<file path="config.mk">
export PLATFORM = sky130hd
export DESIGN_NAME = qie_frame_rx_flat
export DESIGN_NICKNAME = d
export VERILOG_FILES = /design/src/rtl/qie_frame_rx_if.sv /design/src/rtl/qie_frame_rx.sv /design/src/flat_wrapper.sv
export SDC_FILE = /design/constraint.sdc
export NUM_CORES = 1
export LEC_CHECK = 0
export CORE_UTILIZATION = 60
export CTS_BUF_LIST = sky130_fd_sc_hd__clkbuf_8
export CTS_CLUSTER_DIAMETER = 150
export DETAILED_ROUTE_END_ITERATION = 8
export PLACE_DENSITY = 0.87
export SLEW_MARGIN = 20
export SYNTH_ARGS = -nofsm -noshare
export SYNTH_HDL_FRONTEND = slang
export SYNTH_SLANG_ARGS = --single-unit
</file>
<file path="constraint.sdc">
create_clock -name clk -period 5 [get_ports clk]
set_input_delay 1.25 -clock clk [delete_from_list [all_inputs] [get_ports clk]]
set_output_delay 1.25 -clock clk [all_outputs]
set_load 0.02 [all_outputs]
</file>
<file path="src/rtl/qie_frame_rx_if.sv">
// qie_frame_rx_if: QIE byte stream in, decoded per-crossing frame out
//   master: drives qie_byte/qie_byte_valid/qie_disc, receives decoded outputs
//   slave : receiver side (qie_frame_rx)
interface qie_frame_rx_if #(parameter int ERR_CNT_W = 16);
  logic [7:0]           qie_byte;
  logic                 qie_byte_valid;
  logic                 qie_disc;
  logic                 frame_valid;
  logic [5:0]           adc_mant;
  logic [1:0]           adc_exp;
  logic [5:0]           tdc;
  logic [1:0]           cap_id;
  logic                 disc;
  logic                 capid_err;
  logic                 locked;
  logic [ERR_CNT_W-1:0] err_count;
  modport master(output qie_byte, qie_byte_valid, qie_disc,
                 input frame_valid, adc_mant, adc_exp, tdc, cap_id, disc, capid_err, locked, err_count);
  modport slave(input qie_byte, qie_byte_valid, qie_disc,
                output frame_valid, adc_mant, adc_exp, tdc, cap_id, disc, capid_err, locked, err_count);
endinterface

</file>
<file path="src/rtl/qie_frame_rx.sv">
// qie_frame_rx: aligns QIE byte pairs on CapID rotation and decodes ADC/TDC/CapID frames
//   clk, reset : clock, synchronous active-high reset
//   bus (slave): qie_byte/qie_byte_valid/qie_disc in; frame_valid, adc_mant, adc_exp,
//                tdc, cap_id, disc, capid_err, locked, err_count out (all registered)
module qie_frame_rx #(
  parameter int LOCK_FRAMES = 4,
  parameter int UNLOCK_ERRS = 3,
  parameter int ERR_CNT_W   = 16
) (
  input  logic           clk,
  input  logic           reset,
  qie_frame_rx_if.slave  bus
);
  typedef enum logic [1:0] {HUNT, VERIFY, LOCKED} state_t;
  localparam logic [7:0] LF = 8'(LOCK_FRAMES);
  localparam logic [7:0] UE = 8'(UNLOCK_ERRS);
  state_t     r_state;
  logic       r_phase;
  logic [7:0] r_a;
  logic [1:0] r_exp;
  logic [7:0] r_good;
  logic [7:0] r_bad;
  logic [1:0] w_cap;
  logic       w_match;
  assign w_cap   = bus.qie_byte[7:6];
  assign w_match = w_cap == r_exp;
  always_ff @(posedge clk) begin
    if (reset) begin
      r_state         <= HUNT;
      r_phase         <= 1'b0;
      r_a             <= '0;
      r_exp           <= '0;
      r_good          <= '0;
      r_bad           <= '0;
      bus.frame_valid <= 1'b0;
      bus.adc_mant    <= '0;
      bus.adc_exp     <= '0;
      bus.tdc         <= '0;
      bus.cap_id      <= '0;
      bus.disc        <= 1'b0;
      bus.capid_err   <= 1'b0;
      bus.locked      <= 1'b0;
      bus.err_count   <= '0;
    end else begin
      bus.frame_valid <= 1'b0;
      bus.capid_err   <= 1'b0;
      if (bus.qie_byte_valid && !r_phase) begin
        r_a     <= bus.qie_byte;
        r_phase <= 1'b1;
      end else if (bus.qie_byte_valid) begin
        r_phase <= 1'b0;
        r_exp   <= w_cap + 2'd1;
        case (r_state)
          HUNT: begin
            r_good  <= '0;
            r_state <= VERIFY;
          end
          VERIFY: begin
            if (w_match) begin
              r_good <= r_good + 8'd1;
              if (r_good + 8'd1 == LF) begin
                r_state    <= LOCKED;
                r_bad      <= '0;
                bus.locked <= 1'b1;
              end
            end else begin
              // slip: current byte becomes byte A of the next frame
              r_state <= HUNT;
              r_a     <= bus.qie_byte;
              r_phase <= 1'b1;
            end
          end
          default: begin
            bus.frame_valid <= 1'b1;
            bus.adc_mant    <= r_a[5:0];
            bus.adc_exp     <= r_a[7:6];
            bus.tdc         <= bus.qie_byte[5:0];
            bus.cap_id      <= w_cap;
            bus.disc        <= bus.qie_disc;
            if (w_match) r_bad <= '0;
            else begin
              bus.capid_err <= 1'b1;
              r_bad         <= r_bad + 8'd1;
              if (~&bus.err_count) bus.err_count <= bus.err_count + ERR_CNT_W'(1);
              if (r_bad + 8'd1 == UE) begin
                r_state    <= HUNT;
                r_a        <= bus.qie_byte;
                r_phase    <= 1'b1;
                bus.locked <= 1'b0;
              end
            end
          end
        endcase
      end
    end
  end
endmodule

</file>
<file path="src/flat_wrapper.sv">
// flat-port wrapper written by rule: the top's interface ports become plain ports
module qie_frame_rx_flat 
#(
  parameter int LOCK_FRAMES = 4,
  parameter int UNLOCK_ERRS = 3,
  parameter int ERR_CNT_W   = 16
)
  (clk, reset, bus_qie_byte, bus_qie_byte_valid, bus_qie_disc, bus_frame_valid, bus_adc_mant, bus_adc_exp, bus_tdc, bus_cap_id, bus_disc, bus_capid_err, bus_locked, bus_err_count);
  qie_frame_rx_if #(.ERR_CNT_W(ERR_CNT_W)) bus_i ();
  input  logic clk;
  input  logic reset;
  input wire logic [$bits(bus_i.qie_byte)-1:0] bus_qie_byte;
  input wire logic [$bits(bus_i.qie_byte_valid)-1:0] bus_qie_byte_valid;
  input wire logic [$bits(bus_i.qie_disc)-1:0] bus_qie_disc;
  output wire logic [$bits(bus_i.frame_valid)-1:0] bus_frame_valid;
  output wire logic [$bits(bus_i.adc_mant)-1:0] bus_adc_mant;
  output wire logic [$bits(bus_i.adc_exp)-1:0] bus_adc_exp;
  output wire logic [$bits(bus_i.tdc)-1:0] bus_tdc;
  output wire logic [$bits(bus_i.cap_id)-1:0] bus_cap_id;
  output wire logic [$bits(bus_i.disc)-1:0] bus_disc;
  output wire logic [$bits(bus_i.capid_err)-1:0] bus_capid_err;
  output wire logic [$bits(bus_i.locked)-1:0] bus_locked;
  output wire logic [$bits(bus_i.err_count)-1:0] bus_err_count;
  assign bus_i.qie_byte = bus_qie_byte;
  assign bus_i.qie_byte_valid = bus_qie_byte_valid;
  assign bus_i.qie_disc = bus_qie_disc;
  assign bus_frame_valid = bus_i.frame_valid;
  assign bus_adc_mant = bus_i.adc_mant;
  assign bus_adc_exp = bus_i.adc_exp;
  assign bus_tdc = bus_i.tdc;
  assign bus_cap_id = bus_i.cap_id;
  assign bus_disc = bus_i.disc;
  assign bus_capid_err = bus_i.capid_err;
  assign bus_locked = bus_i.locked;
  assign bus_err_count = bus_i.err_count;
  qie_frame_rx #(.LOCK_FRAMES(LOCK_FRAMES), .UNLOCK_ERRS(UNLOCK_ERRS), .ERR_CNT_W(ERR_CNT_W)) u_core (.clk(clk), .reset(reset), .bus(bus_i));
endmodule
</file>
# Yosys cells after proc, flatten, opt, wreduce, memory -nomap -nowiden
# Cells that the tools add are included.
[classes]
bitwise = 6
eq_ne = 11
add_sub_neg = 4
muxes = 29
reduce_logical = 20
[op_table]
columns = ["cell", "count"]
rows = [
  ["$mux W8", 9],
  ["$pmux W8 S2", 3],
  ["$add A16 B1 Y16 const B", 1],
  ["$add A8 B1 Y8 const B", 2],
  ["$reduce_and A16 Y1", 1],
  ["$reduce_and A5 Y1", 3],
  ["$mux W1", 10],
  ["$eq A8 B2 Y1 const B", 1],
  ["$eq A8 B3 Y1 const B", 1],
  ["$mux W2", 4],
  ["$reduce_and A4 Y1", 2],
  ["$reduce_and A7 Y1", 1],
  ["$ne A2 B1 Y1 const B", 3],
  ["$ne A3 B3 Y1 const B", 2],
  ["$not A1 Y1", 6],
  ["$reduce_bool A2 Y1", 3],
  ["$reduce_bool A3 Y1", 2],
  ["$reduce_or A5 Y1", 1],
  ["$ne A2 B2 Y1 const B", 2],
  ["$pmux W1 S2", 2],
  ["$pmux W2 S2", 1],
  ["$reduce_and A3 Y1", 1],
  ["$reduce_or A3 Y1", 1],
  ["$add A2 B1 Y2 const B", 1],
  ["7 further kinds", 7],
]
[word_totals]
elab_cells = 85
output_inout_bits = 36
register_bits = 65

# Depth between registers and ports, before layout
# Gate-level depths: netlist (run 1).
[depth]
depth_word = 7
depth_mapped = 7
depth_no_buf = 6

# Least setup slack after synthesis (run 1)
# No wires, ideal clock.
[synth_timing]
path_kind = "input -> register"
startpoint = "input port bus_qie_byte[6]"
endpoint = "register u_core.bus.err_count[13]"
arrival_ns = 2.615
setup_time_ns = 0.128
cell_stages = 6
n_path_buf = 1
path_slack_ns = 2.257
path_cell_list = "buf_4 xor2_1 o2111ai_4 a2111oi_1 xnor2_1 nor2_1"
[synth_between]
elab_chain_len = 3
[synth_rtl]
columns = ["item", "line", "text"]
rows = [
  ["from (decl)", "flat_wrapper.sv:12", "input wire logic [$bits(bus_i.qie_byte)-1:0] bus_qie_byte;"],
  ["$eq A2 B2 Y1", "qie_frame_rx.sv:26", "assign w_match = w_cap == r_exp;"],
  ["$not A1 Y1 (no line)", "--", ""],
  ["$reduce_and A5 Y1 (no line)", "--", ""],
  ["to (signal assigned)", "qie_frame_rx.sv:84", "if (~&bus.err_count) bus.err_count <= bus.err_count + ERR_CNT_W'(1);"],
  ["to (decl)", "qie_frame_rx_if.sv:20", "output frame_valid, adc_mant, adc_exp, tdc, cap_id, disc, capid_err, locked, err_count);"],
]
# No other way between the ends.
# A chain may end at the register's enable or synchronous reset.

# Worst setup path in the final report (run 1)
# Ends and elaborated chain as after synthesis.

==> results of run 1 <==
-- per-stage QoR --
step / setup WS, ns / hold WS, ns / total power [mW] / utilization, %
6_report: 1.81 / 0.454 / 1.14 / 76.4
2_1_floorplan: 2.26 / 0.432 / 0.586 / -
3_5_place_dp: 1.57 / 0.443 / 0.605 / 71.6
4_1_cts: 1.79 / 0.456 / 1.14 / 76.4
3_3_place_gp: 1.66 / 0.439 / 0.603 / 71.6
5_1_grt: 1.68 / 0.473 / 1.16 / 76.4
-- cell usage in the layout, fill, tap and decap left out, drive strengths merged, types with 3 or more instances in the layout --
cell | synthesis | final
nand3 | 16 | 16
dfxtp | 65 | 65
or3 | 4 | 4
ha | 5 | 5
buf | 6 | 3
o21ai | 16 | 16
a31oi | 3 | 3
mux2i | 9 | 9
nor3 | 8 | 8
nor2 | 30 | 30
and3 | 3 | 3
nor4 | 5 | 5
or3b | 3 | 3
a2111oi | 4 | 4
nand2 | 51 | 51
clkbuf | 15 | 10
bufinv | 0 | 3
xnor2 | 19 | 19
xor2 | 3 | 3
a21oi | 33 | 33
a211oi | 7 | 7
o22ai | 3 | 3
inv | 7 | 8
nand4 | 10 | 10
nand2b | 16 | 16
and4 | 3 | 3
clkdlybuf4s50 | 0 | 46
-- worst max-delay path, stage by stage --
cell and delay, ns:
clkdlybuf4s50_1 0.62, xor2_1 0.46, o2111ai_4 0.23, a2111oi_1 0.60, xnor2_1 0.19, nor2_1 0.05
-- registers in the layout, summed over array words and instances (netlist names) --
| signal | count |
|---|---|
| u_core.r_state | 2 |
| u_core.r_phase | 1 |
| u_core.bus.capid_err | 1 |
| u_core.r_a | 8 |
| u_core.bus.cap_id | 2 |
| u_core.bus.tdc | 6 |
| u_core.bus.disc | 1 |
| u_core.r_bad | 8 |
| u_core.r_exp | 2 |
| u_core.r_good | 8 |
| u_core.bus.adc_exp | 2 |
| u_core.bus.locked | 1 |
| u_core.bus.err_count | 16 |
| u_core.bus.adc_mant | 6 |
| u_core.bus.frame_valid | 1 |
-- report_power, final --
part           internal (mW)  switching, mW  leakage (nW)
registers              0.525        0.00616         0.525
logic                 0.0253         0.0375         0.626
clock network          0.342          0.199         0.124
-- worst max-delay path by stage --
stage	to	slack, ns	cells after the start
after global routing	u_core.bus.err_count[13]$_SDFFE_PP0P_	1.68	6
final	u_core.bus.err_count[13]$_SDFFE_PP0P_	1.81	6
after floorplan	u_core.bus.err_count[13]$_SDFFE_PP0P_	2.26	6
after CTS	u_core.bus.err_count[13]$_SDFFE_PP0P_	1.79	6
after detailed placement	u_core.bus.err_count[11]$_SDFFE_PP0P_	1.57	6
after global placement	u_core.bus.err_count[13]$_SDFFE_PP0P_	1.66	6
-- layer usage --
metal | vias up | global-route usage, %
met4 | 0 | 12.6
met2 | 119 | 45.4
met3 | 21 | 4.61
li1 | 1417 | -
met5 | - | 0
met1 | 1346 | 36.0
-- kinds of logic after synthesis --
| kind of cell | count (synthesis) |
|---|---|
| xor+xnor | 22 |
| mux | 9 |
| compound gates | 85 |
| simple gates | 162 |
| fa+ha+maj | 5 |
| buf+inv | 28 |
| flops | 65 |
-- cell type report --
type	instances	area, um2
repair buffers	49	480
inverters	7	26.3
flip-flops and latches	65	1300
multi-input cells	283	1740
well taps	70	87.6
clock buffers	10	138
clock inverters	6	106
fillers	365	1200
==> summary.md, run 1 <==
| Metric | Value |
|---|---|
| DP Cell Count | 474 |
| Post-synthesis register bit count | 65 |
| Via-to-Cell Ratio | 5.92 |
| # resized after CTS | 0 |
| Share of layout cells above drive strength 1 | 7.14% |
| Synth Area in XOR/XNOR | 6.34% |
| Largest net degree at the start of global routing | 37 |
| Clk buf depth | 2 |
| Metal-1 WL | 3300 um |
| Worst slew margin | 39.8% |
| Pwr Density | just under 300 nW/um2 |
| Worst clock skew | ~0.010 ns |
| Worst Hold Launch | u_core.bus.adc_mant[4]$_SDFFE_PP0P_ |
| Via count | 2903 |
| Hold buffer count at CTS | 0 |
| Post-CTS setup buffers | 0 |
| Outcome | complete, no violations |
| Leading cell types by count after synthesis | dfxtp_1, nand2_1, a21oi_1, nor2_1, xnor2_1 |
| Synth unique cells | 56 |
| Critical path arrival | 3.40 ns |
| Post-synthesis net count | 393 |
| Final Hold Vio Count | 0 |
| Total Routing Usage GR | about 28% |
| WP data required | 5.21 ns |
| Sink Count | 65 |
| Compound-gate portion of the synthesized area | between 10% and 20% |
| Hold-critical path endpoint | u_core.bus.adc_mant[4]$_SDFFE_PP0P_ |
| Total DRC errors in the routed layout | 0 |
| RSZ-0062 raised after global routing | false |
| Synth async-reset ratio | 0% |
| Total detailed-routing wirelength | 7370 um |
| Num CTS Buffers | 9 |
| Final Setup Violations | 0 |
| Type of the worst min-delay path | flop to flop |
| Fin. max-slew vios | 0 |
| Final Wtd Congestion | 0.839 |
| Ys flop type | dfxtp_1 |
| Design Area, Final | 3880 um2 |
| Post-route ant nets | 0 |
| Die W | 74.6 um |
| Worst reg-to-reg setup slack | around 2.5 ns |
| Clock latency on the worst-skew pair | 0.34 ns |
| IO buf count | 47 |
| Critical path startpoint category | input port |
| Crit Path Max Fanout | 8 |
| Starting Density | 62.3% |
| Synth Area in Adders | under 10% |
| Fin nets | 432 |
| Setup_tns | 0 ns |
| Critical path type | input port to flop |
| CP Launch Point | bus_qie_byte[6] |
| YS warnings | 0 |
| Cell Count, Final, Fillers Out | slightly below 500 |
| LEAKAGE | 1.28 nW |
| First-pass GRT wire length | 11800 um |
| Synth top area cells | dfxtp_1, nand2_1, xnor2_1 |
| Final min period | 3.19 ns |
| Core footprint | between 5000 and 6000 um2 |
| Post-Synth Simple-Gate Area | 25.9% |
| CTS tree | built |
| Placed Area | 3630 um2 |
| Reg2reg end | u_core.r_a[0]$_SDFFE_PP0P_ |
| # IOs | between 40 and 50 |
| Worst-Margin Slew | 0.899 ns |
| Cell Area, Synth | 3160 um2 |
| Initial DRC count | 329 |
| Wire per inst | 15.0 um |
| Area Overhead vs Synth | 22.7% |
| CP Capture Type | flop |
| Max-Cap Viols | 0 |
| Main combinational cell family by area after synthesis | simple AND/OR/NAND/NOR gates |
| Root buf cell | clkbuf_8 |
| Max VDD drop | 0.000183 V |
| Max Fclk | 313 MHz |
| Post-route clock period utilization | a little under two thirds |
| Antenna violations before repair | 0 |
| Top-count cell post-synth | dfxtp_1 |
| Die Ht | 74.6 um |
| Crit Reg-Reg Startpoint | u_core.r_bad[0]$_SDFFE_PP0P_ |
| Antenna Cells | 0 |
| EDFF count, synth | 0 |
| Clk pin slew, worst setup/hold paths | 0.08 ns |
| Highest Signal Layer | met4 |
| Routed wl met3 | 423 um |
| Vias in the first global route | 2599 |
| Gr ovfl total | 0 |
| Share of the synthesized area in the top cell type | about two fifths |
| Mux cell area share after synthesis | roughly 2.9% |
| TritonRoute pass-1 iters | 6 |
| # rows | 26 |
| Leading area contributor after synthesis | dfxtp_1 |
| Hold depth | 2 |
| Seq/Total Area, Yosys | 41.2% |
| DPL Wire Length | 4660 um |
| Met2 wire length | 3520 um |
| Mapped Cells | approximately 380 |
| CTS H-tree lvls | 3 |
| Die footprint | 5560 um2 |
| Avg Cell Area, Syn | 8.40 um2 |
| Register-to-Register Path Depth | 6 |
Note: power is estimated with default switching activity, not from simulation.
==> run 2: changes to the inputs <==
--- a/config.mk
+++ b/config.mk
@@ -5,11 +5,11 @@
 export SDC_FILE = /design/constraint.sdc
 export NUM_CORES = 1
 export LEC_CHECK = 0
-export CORE_UTILIZATION = 60
+export CORE_UTILIZATION = 56
 export CTS_BUF_LIST = sky130_fd_sc_hd__clkbuf_8
 export CTS_CLUSTER_DIAMETER = 150
 export DETAILED_ROUTE_END_ITERATION = 8
-export PLACE_DENSITY = 0.87
+export PLACE_DENSITY = 0.82
 export SLEW_MARGIN = 20
 export SYNTH_ARGS = -nofsm -noshare
 export SYNTH_HDL_FRONTEND = slang
==> constraint.sdc (replaced) <==
create_clock -name clk -period 3.2 [get_ports clk]
set_input_delay 0.8 -clock clk [delete_from_list [all_inputs] [get_ports clk]]
set_output_delay 0.8 -clock clk [all_outputs]
set_load 0.02 [all_outputs]
==> run 2 against run 1 <==
Sequential share of layout area down 0.076 points. Critical path depth is the same. Worst setup slack got worse by 1.3 ns. Combinational power up 54%. Register-to-register slack got worse by 1.8 ns. Cell count increased by 0.61%. Clock-buffer cell count grew 1.
==> summary.md, run 2 (synthesis gave the netlist of run 1 again) <==
| Metric | Value |
|---|---|
| Outcome | complete, no violations |
| Die Ht | 77.1 um (+3.4%) |
| # resized after CTS | 0 (unchanged) |
| Clock latency on the worst-skew pair | 0.34 ns (about the same) |
| CTS tree | built |
| Cell Count, Final, Fillers Out | 493 (+0.61%) |
| Register-to-Register Path Depth | 6 (unchanged) |
| Hold buffer count at CTS | 0 (unchanged) |
| Die footprint | 5950 um2 (+6.9%) |
| RSZ-0062 raised after global routing | false |
| Pwr Density | 443 nW/um2 (+51%) |
| Clk buf depth | 2 (unchanged) |
| Via count | 2847 (-1.9%) |
| Worst Hold Launch | u_core.r_a[1]$_SDFFE_PP0P_ |
| Sink Count | 65 (unchanged) |
| Worst slew margin | 42.6% (+2.8 points) |
| Commonest non-fill, non-tap cells in the layout | dfxtp_1, nand2_1, clkdlybuf4s50_1 |
| Type of the worst min-delay path | flop to flop |
| Max reg flops | 16 (unchanged) |
| # rows | 26 (unchanged) |
| # IOs | 48 (unchanged) |
| Max VDD drop | 0.000277 V (+51%) |
| Commonest non-fill, non-tap cell in the layout | dfxtp_1 |
| Fin nets | 435 (+0.69%) |
| WP data required | 3.41 ns (-1.80 ns) |
| Final Wtd Congestion | 0.836 (-0.38%) |
| Critical path type | input port to flop |
| Critical path's slowest cell | clkdlybuf4s50_1 |
| TritonRoute pass-1 iters | 6 (unchanged) |
| CTS H-tree lvls | 3 (unchanged) |
| Wire per inst | 13.9 um (-7.5%) |
| Worst-Margin Slew | 0.858 ns (-0.0412 ns) |
| Final Util | 73.7% (-2.7 points) |
| Initial DRC count | 224 (-32%) |
| Final Setup Violations | 0 (unchanged) |
| Post-route ant nets | 0 (unchanged) |
| Vias in the first global route | 2484 (-4.4%) |
| Critical path startpoint category | input port |
| Biggest register | u_core.bus.err_count |
| Fin. max-slew vios | 0 (unchanged) |
| DPL Wire Length | 4550 um (-2.3%) |
| Post-route clock period utilization | a little over four fifths |
| Total detailed-routing wirelength | 6860 um (-6.9%) |
| Hold_ws | 0.455 ns (+0.000607 ns) |
| Share of layout cells above drive strength 1 | 7.80% (+0.66 points) |
| Crit Path Max Fanout | 8 (unchanged) |
| Total DRC errors in the routed layout | 0 (unchanged) |
| Critical path arrival | 2.88 ns (-0.52 ns) |
| Num CTS Buffers | 9 (unchanged) |
| Worst reg-to-reg setup slack | 0.68 ns (-1.85 ns) |
| Reg2reg end | u_core.r_a[6]$_SDFFE_PP0P_ |
| Clk pin slew, worst setup/hold paths | 0.07 ns (about the same) |
| Final min period | about 2.7 ns |
| Hold-critical path endpoint | u_core.bus.adc_mant[1]$_SDFFE_PP0P_ |
| Antenna violations before repair | 0 (unchanged) |
| Area Overhead vs Synth | 23.0% |
| Total Routing Usage GR | 24.3% (-3.4 points) |
| LEAKAGE | 1.28 nW (+0.34%) |
| Antenna Cells | 0 (unchanged) |
| Die W | 77.1 um (+3.4%) |
| Final Hold Vio Count | 0 (unchanged) |
| CP Capture Type | flop |
| IO buf count | 47 (unchanged) |
| Max Fclk | 374 MHz |
| CP Cell Sequence | clkdlybuf4s50_1, xor2_1, o2111ai_4, a2111oi_1, xnor2_1, nor2_1 |
| Via-to-Cell Ratio | 5.77 (-2.5%) |
| Root buf cell | clkbuf_8 |
| Core footprint | 5270 um2 (+3.8%) |
| First-pass GRT wire length | 11600 um (-2.0%) |
| Starting Density | 59.9% (-2.3 points) |
| Slowest cell delay on critical path | 0.61 ns (about the same) |
| Setup_tns | 0 ns (unchanged) |
| Hold depth | 2 (unchanged) |
| Max-Cap Viols | 0 (unchanged) |
| Gr ovfl total | 0 (unchanged) |
| Largest net degree at the start of global routing | 69 (+86%) |
| Crit Reg-Reg Startpoint | u_core.r_bad[0]$_SDFFE_PP0P_ |
| Post-CTS setup buffers | 0 (unchanged) |
| DP Cell Count | 477 (+0.63%) |
| Worst clock skew | 0.00974 ns (-0.000754 ns) |
[run 2: worst max-delay path by stage]
stage,from,slack (ns),cells after the start,to
after global routing,bus_qie_byte[6],0.37,6,u_core.bus.err_count[13]$_SDFFE_PP0P_
after floorplan,bus_qie_byte[6],0.91,6,u_core.bus.err_count[13]$_SDFFE_PP0P_
after detailed placement,bus_qie_byte[6],0.20,6,u_core.bus.err_count[11]$_SDFFE_PP0P_
final,bus_qie_byte[6],0.53,6,u_core.bus.err_count[11]$_SDFFE_PP0P_
after CTS,bus_qie_byte[6],0.56,6,u_core.bus.err_count[11]$_SDFFE_PP0P_
after global placement,bus_qie_byte[6],0.30,6,u_core.bus.err_count[11]$_SDFFE_PP0P_
[run 2: through the flow]
stage               power, mW  setup slack [ns]  instance area [um2]
floorplan               0.915             0.907                 3160
global placement        0.942             0.302                 3660
detailed placement      0.945             0.204                 3660
CTS                      1.73             0.558                 3890
global route             1.77             0.367                 3890
finish                   1.72             0.528                 3890
[run 2: critical path, delay by kind of cell]
kind,cells,cell delay [ns]
buffers and inverters,1,0.61
xor gates and xnor gates,2,0.65
AOI/OAI and AO/OA,2,0.76
and+or+nand+nor,1,0.05
[run 2: final cells by class]
class                      instances  area, um2
timing repair buffer              52        503
clock inverter                     5       78.8
sequential                        65       1300
inverter                           7       26.3
tap                               70       87.6
fill                             424       1380
clock buffer                      11        151
multi-input combinational        283       1740
[run 2: power by group]
part | leakage, nW | internal [mW] | switching (mW)
registers | 0.525 | 0.821 | 0.0102
logic | 0.641 | 0.0396 | 0.0571
clock network | 0.113 | 0.478 | 0.316
[run 2: metal layers]
layer	up-vias	part of all wire [%]	GRT usage, %
li1	1429	-	-
met4	0	1.8	10.8
met2	88	46	37.1
met1	1317	47	33.8
met3	13	5.4	3.93
met5	-	0	0
==> run 3: changes to the inputs <==
--- a/config.mk
+++ b/config.mk
@@ -5,11 +5,11 @@
 export SDC_FILE = /design/constraint.sdc
 export NUM_CORES = 1
 export LEC_CHECK = 0
-export CORE_UTILIZATION = 56
+export CORE_UTILIZATION = 50
 export CTS_BUF_LIST = sky130_fd_sc_hd__clkbuf_8
 export CTS_CLUSTER_DIAMETER = 150
 export DETAILED_ROUTE_END_ITERATION = 8
-export PLACE_DENSITY = 0.82
+export PLACE_DENSITY = 0.78
 export SLEW_MARGIN = 20
 export SYNTH_ARGS = -nofsm -noshare
 export SYNTH_HDL_FRONTEND = slang
==> constraint.sdc (replaced) <==
create_clock -name clk -period 2.4 [get_ports clk]
set_input_delay 0.6 -clock clk [delete_from_list [all_inputs] [get_ports clk]]
set_output_delay 0.6 -clock clk [all_outputs]
set_load 0.02 [all_outputs]
==> run 3 against run 2 <==
Sequential cell count unchanged. Critical path depth is 1 higher. Clock-buffer cell count decreased by 2. Non-clock buffer count up 23. Via count rose by 2.1%. Power rose by 31%. Register-to-register slack lost 0.36 ns. Sequential power rose by 34%. Largest power group unchanged.
==> summary.md, run 3 (synthesis gave the netlist of run 1 again) <==
| Metric | Value |
|---|---|
| Antenna Cells | 0 (unchanged) |
| Critical path's slowest cell | clkdlybuf4s50_1 |
| Hold buffer count at CTS | 0 (unchanged) |
| Share of layout cells above drive strength 1 | 12.6% (+4.8 points) |
| TritonRoute pass-1 iters | 4 (-2) |
| Crit Path Max Fanout | 5 (-3) |
| Crit Reg-Reg Startpoint | u_core.r_bad[0]$_SDFFE_PP0P_ |
| Worst slew margin | 69.4% (+27 points) |
| Gr ovfl total | 0 (unchanged) |
| Final Util | 67.7% (-6.0 points) |
| Area Overhead vs Synth | 28.4% |
| Clock latency on the worst-skew pair | 0.33 ns (about the same) |
| Final min period | 2.15 ns |
| Commonest non-fill, non-tap cells in the layout | dfxtp_1, nand2_1, clkdlybuf4s50_1 |
| Outcome | complete, no violations |
| Slowest cell delay on critical path | 0.56 ns (-0.05 ns) |
| Wire per inst | 14.0 um (+0.93%) |
| Largest net degree at the start of global routing | 49 (-29%) |
| Antenna violations before repair | 0 (unchanged) |
| Critical path buffer and inverter count | 3 (+2) |
| Worst reg-to-reg setup slack | 0.32 ns (-0.36 ns) |
| WP data required | 2.66 ns (-0.75 ns) |
| Number of cells on the critical path | 7 (+1) |
| Post-route ant nets | 0 (unchanged) |
| Final Setup Violations | 0 (unchanged) |
| Worst clock skew | 0.00550 ns (-0.00424 ns) |
| Layout fillers | 515 (+21%) |
| Reg2reg end | u_core.r_a[7]$_SDFFE_PP0P_ |
| Fin. max-slew vios | 0 (unchanged) |
| Initial DRC count | 147 (-34%) |
| CP Launch Point | bus_qie_byte[7] |
| Max VDD drop | 0.000381 V (+38%) |
| Max Fclk | between 400 and 500 MHz |
| Via count | 2907 (+2.1%) |
| Final Hold Vio Count | 0 (unchanged) |
| Fin nets | 458 (+5.3%) |
| # IOs | 48 (unchanged) |
| Root buf cell | clkbuf_8 |
| Vias in the first global route | 2690 (+8.3%) |
| IO buf count | 47 (unchanged) |
| Core footprint | 5990 um2 (+14%) |
| Cell family with most CP delay | buffers and inverters |
| Critical path arrival | 2.41 ns (-0.47 ns) |
| Total DRC errors in the routed layout | 0 (unchanged) |
| # resized after CTS | 0 (unchanged) |
| Die W | 81.5 um (+5.7%) |
| CP Capture Type | flop |
| Critical path startpoint category | input port |
| Post-route clock period utilization | 89.6% |
| CTS H-tree lvls | 3 (unchanged) |
| Die Ht | 81.5 um (+5.7%) |
| Max-Cap Viols | 0 (unchanged) |
| Register-to-Register Path Depth | 6 (unchanged) |
| CTS tree | built |
| Starting Density | 52.7% (-7.2 points) |
| Biggest register | u_core.bus.err_count |
| Max reg flops | 16 (unchanged) |
| Worst-Margin Slew | 0.457 ns (-0.401 ns) |
| Total Routing Usage GR | 23.9% (-0.45 points) |
| # rows | 28 (+7.7%) |
| Die footprint | 6640 um2 (+12%) |
| Final Wtd Congestion | 0.851 (+1.8%) |
| Pwr Density | 556 nW/um2 (+25%) |
| CP Cell Sequence | clkdlybuf4s50_1, xor2_2, buf_4, o2111ai_4, buf_4, or4_1, a21oi_1 |
| Setup crit end | u_core.bus.err_count[15]$_SDFFE_PP0P_ |
| Register area | 1300 um2 (unchanged) |
| Critical path type | input port to flop |
| RSZ-0062 raised after global routing | false |
| Num CTS Buffers | 9 (unchanged) |
| Sink Count | 65 (unchanged) |
| Total detailed-routing wirelength | 7320 um (+6.7%) |
| First-pass GRT wire length | 12300 um (+6.2%) |
| LEAKAGE | 1.39 nW (+8.8%) |
| Clk pin slew, worst setup/hold paths | 0.07 ns (about the same) |
| Area of the multi-input gates | 1740 um2 (unchanged) |
| Via-to-Cell Ratio | 5.58 (-3.4%) |
| Post-CTS setup buffers | 0 (unchanged) |
| Hold_ws | 0.454 ns (-0.000526 ns) |
| DPL Wire Length | 5140 um (+13%) |
| Tot Pwr | 2.25 mW (+31%) |
| Clk buf depth | 2 (unchanged) |
| Critical Path Most Common Cell | buf_4 |
| Commonest non-fill, non-tap cell in the layout | dfxtp_1 |
| Type of the worst min-delay path | flop to flop |
## run 3: cell count changes in the layout (fill, tap and decap cells not counted), sizes merged
cell	delta
clkbuf	-2
clkinv	+3
clkinvlp	-1
buf	+23
## run 3: layout make-up
class                           count  share of cell area, %
Tap cell                           75                   2.31
Clock inverter                      7                   2.13
Inverter                            7                  0.648
Multi-Input combinational cell    283                   42.8
Clock buffer                        9                   3.05
Sequential cell                    65                   32.1
Timing Repair Buffer               75                   17.0
## run 3: routing by layer
metal	track usage, %	share of wire (%)
met2	39.4	48
met5	0	0
met4	8.21	1.1
met3	5.00	4.2
met1	30.8	47
## run 3: through the flow
stage | area [um2] | setup slack (ns) | TNS (ns) | instances
final | 4060 | 0.251 | 0 | 521
after floorplan | 3160 | 0.307 | 0 | 376
after detailed placement | 3850 | -0.102 | -0.608 | 505
after global routing | 4060 | 0.0772 | 0 | 521
after global placement | 3850 | -0.0421 | -0.137 | 505
after CTS | 4060 | 0.259 | 0 | 521
## run 3: tightest hold or removal path, stage by stage, from the launching register on
cell and delay [ns]:
dfxtp_1 0.31, nand2_1 0.05, a21oi_1 0.05
## run 3: where the power goes
group	switching, mW	total, mW	leakage (nW)	internal [mW]
combinational	0.0796	0.153	0.757	0.0729
clock	0.419	0.994	0.110	0.576
sequential	0.0132	1.11	0.525	1.09
## run 3: worst min-delay path by stage
stage                                         startpoint                             endpoint  cells after the start
after detailed placement  u_core.bus.tdc[3]$_SDFFE_PP0P_       u_core.bus.tdc[3]$_SDFFE_PP0P_                      2
after global routing          u_core.r_a[7]$_SDFFE_PP0P_   u_core.bus.adc_exp[1]$_SDFFE_PP0P_                      2
after CTS                 u_core.bus.tdc[3]$_SDFFE_PP0P_       u_core.bus.tdc[3]$_SDFFE_PP0P_                      2
final                     u_core.bus.tdc[3]$_SDFFE_PP0P_       u_core.bus.tdc[3]$_SDFFE_PP0P_                      2
after global placement        u_core.r_a[2]$_SDFFE_PP0P_  u_core.bus.adc_mant[2]$_SDFFE_PP0P_                      2
after floorplan               u_core.r_a[6]$_SDFFE_PP0P_   u_core.bus.adc_exp[0]$_SDFFE_PP0P_                      2
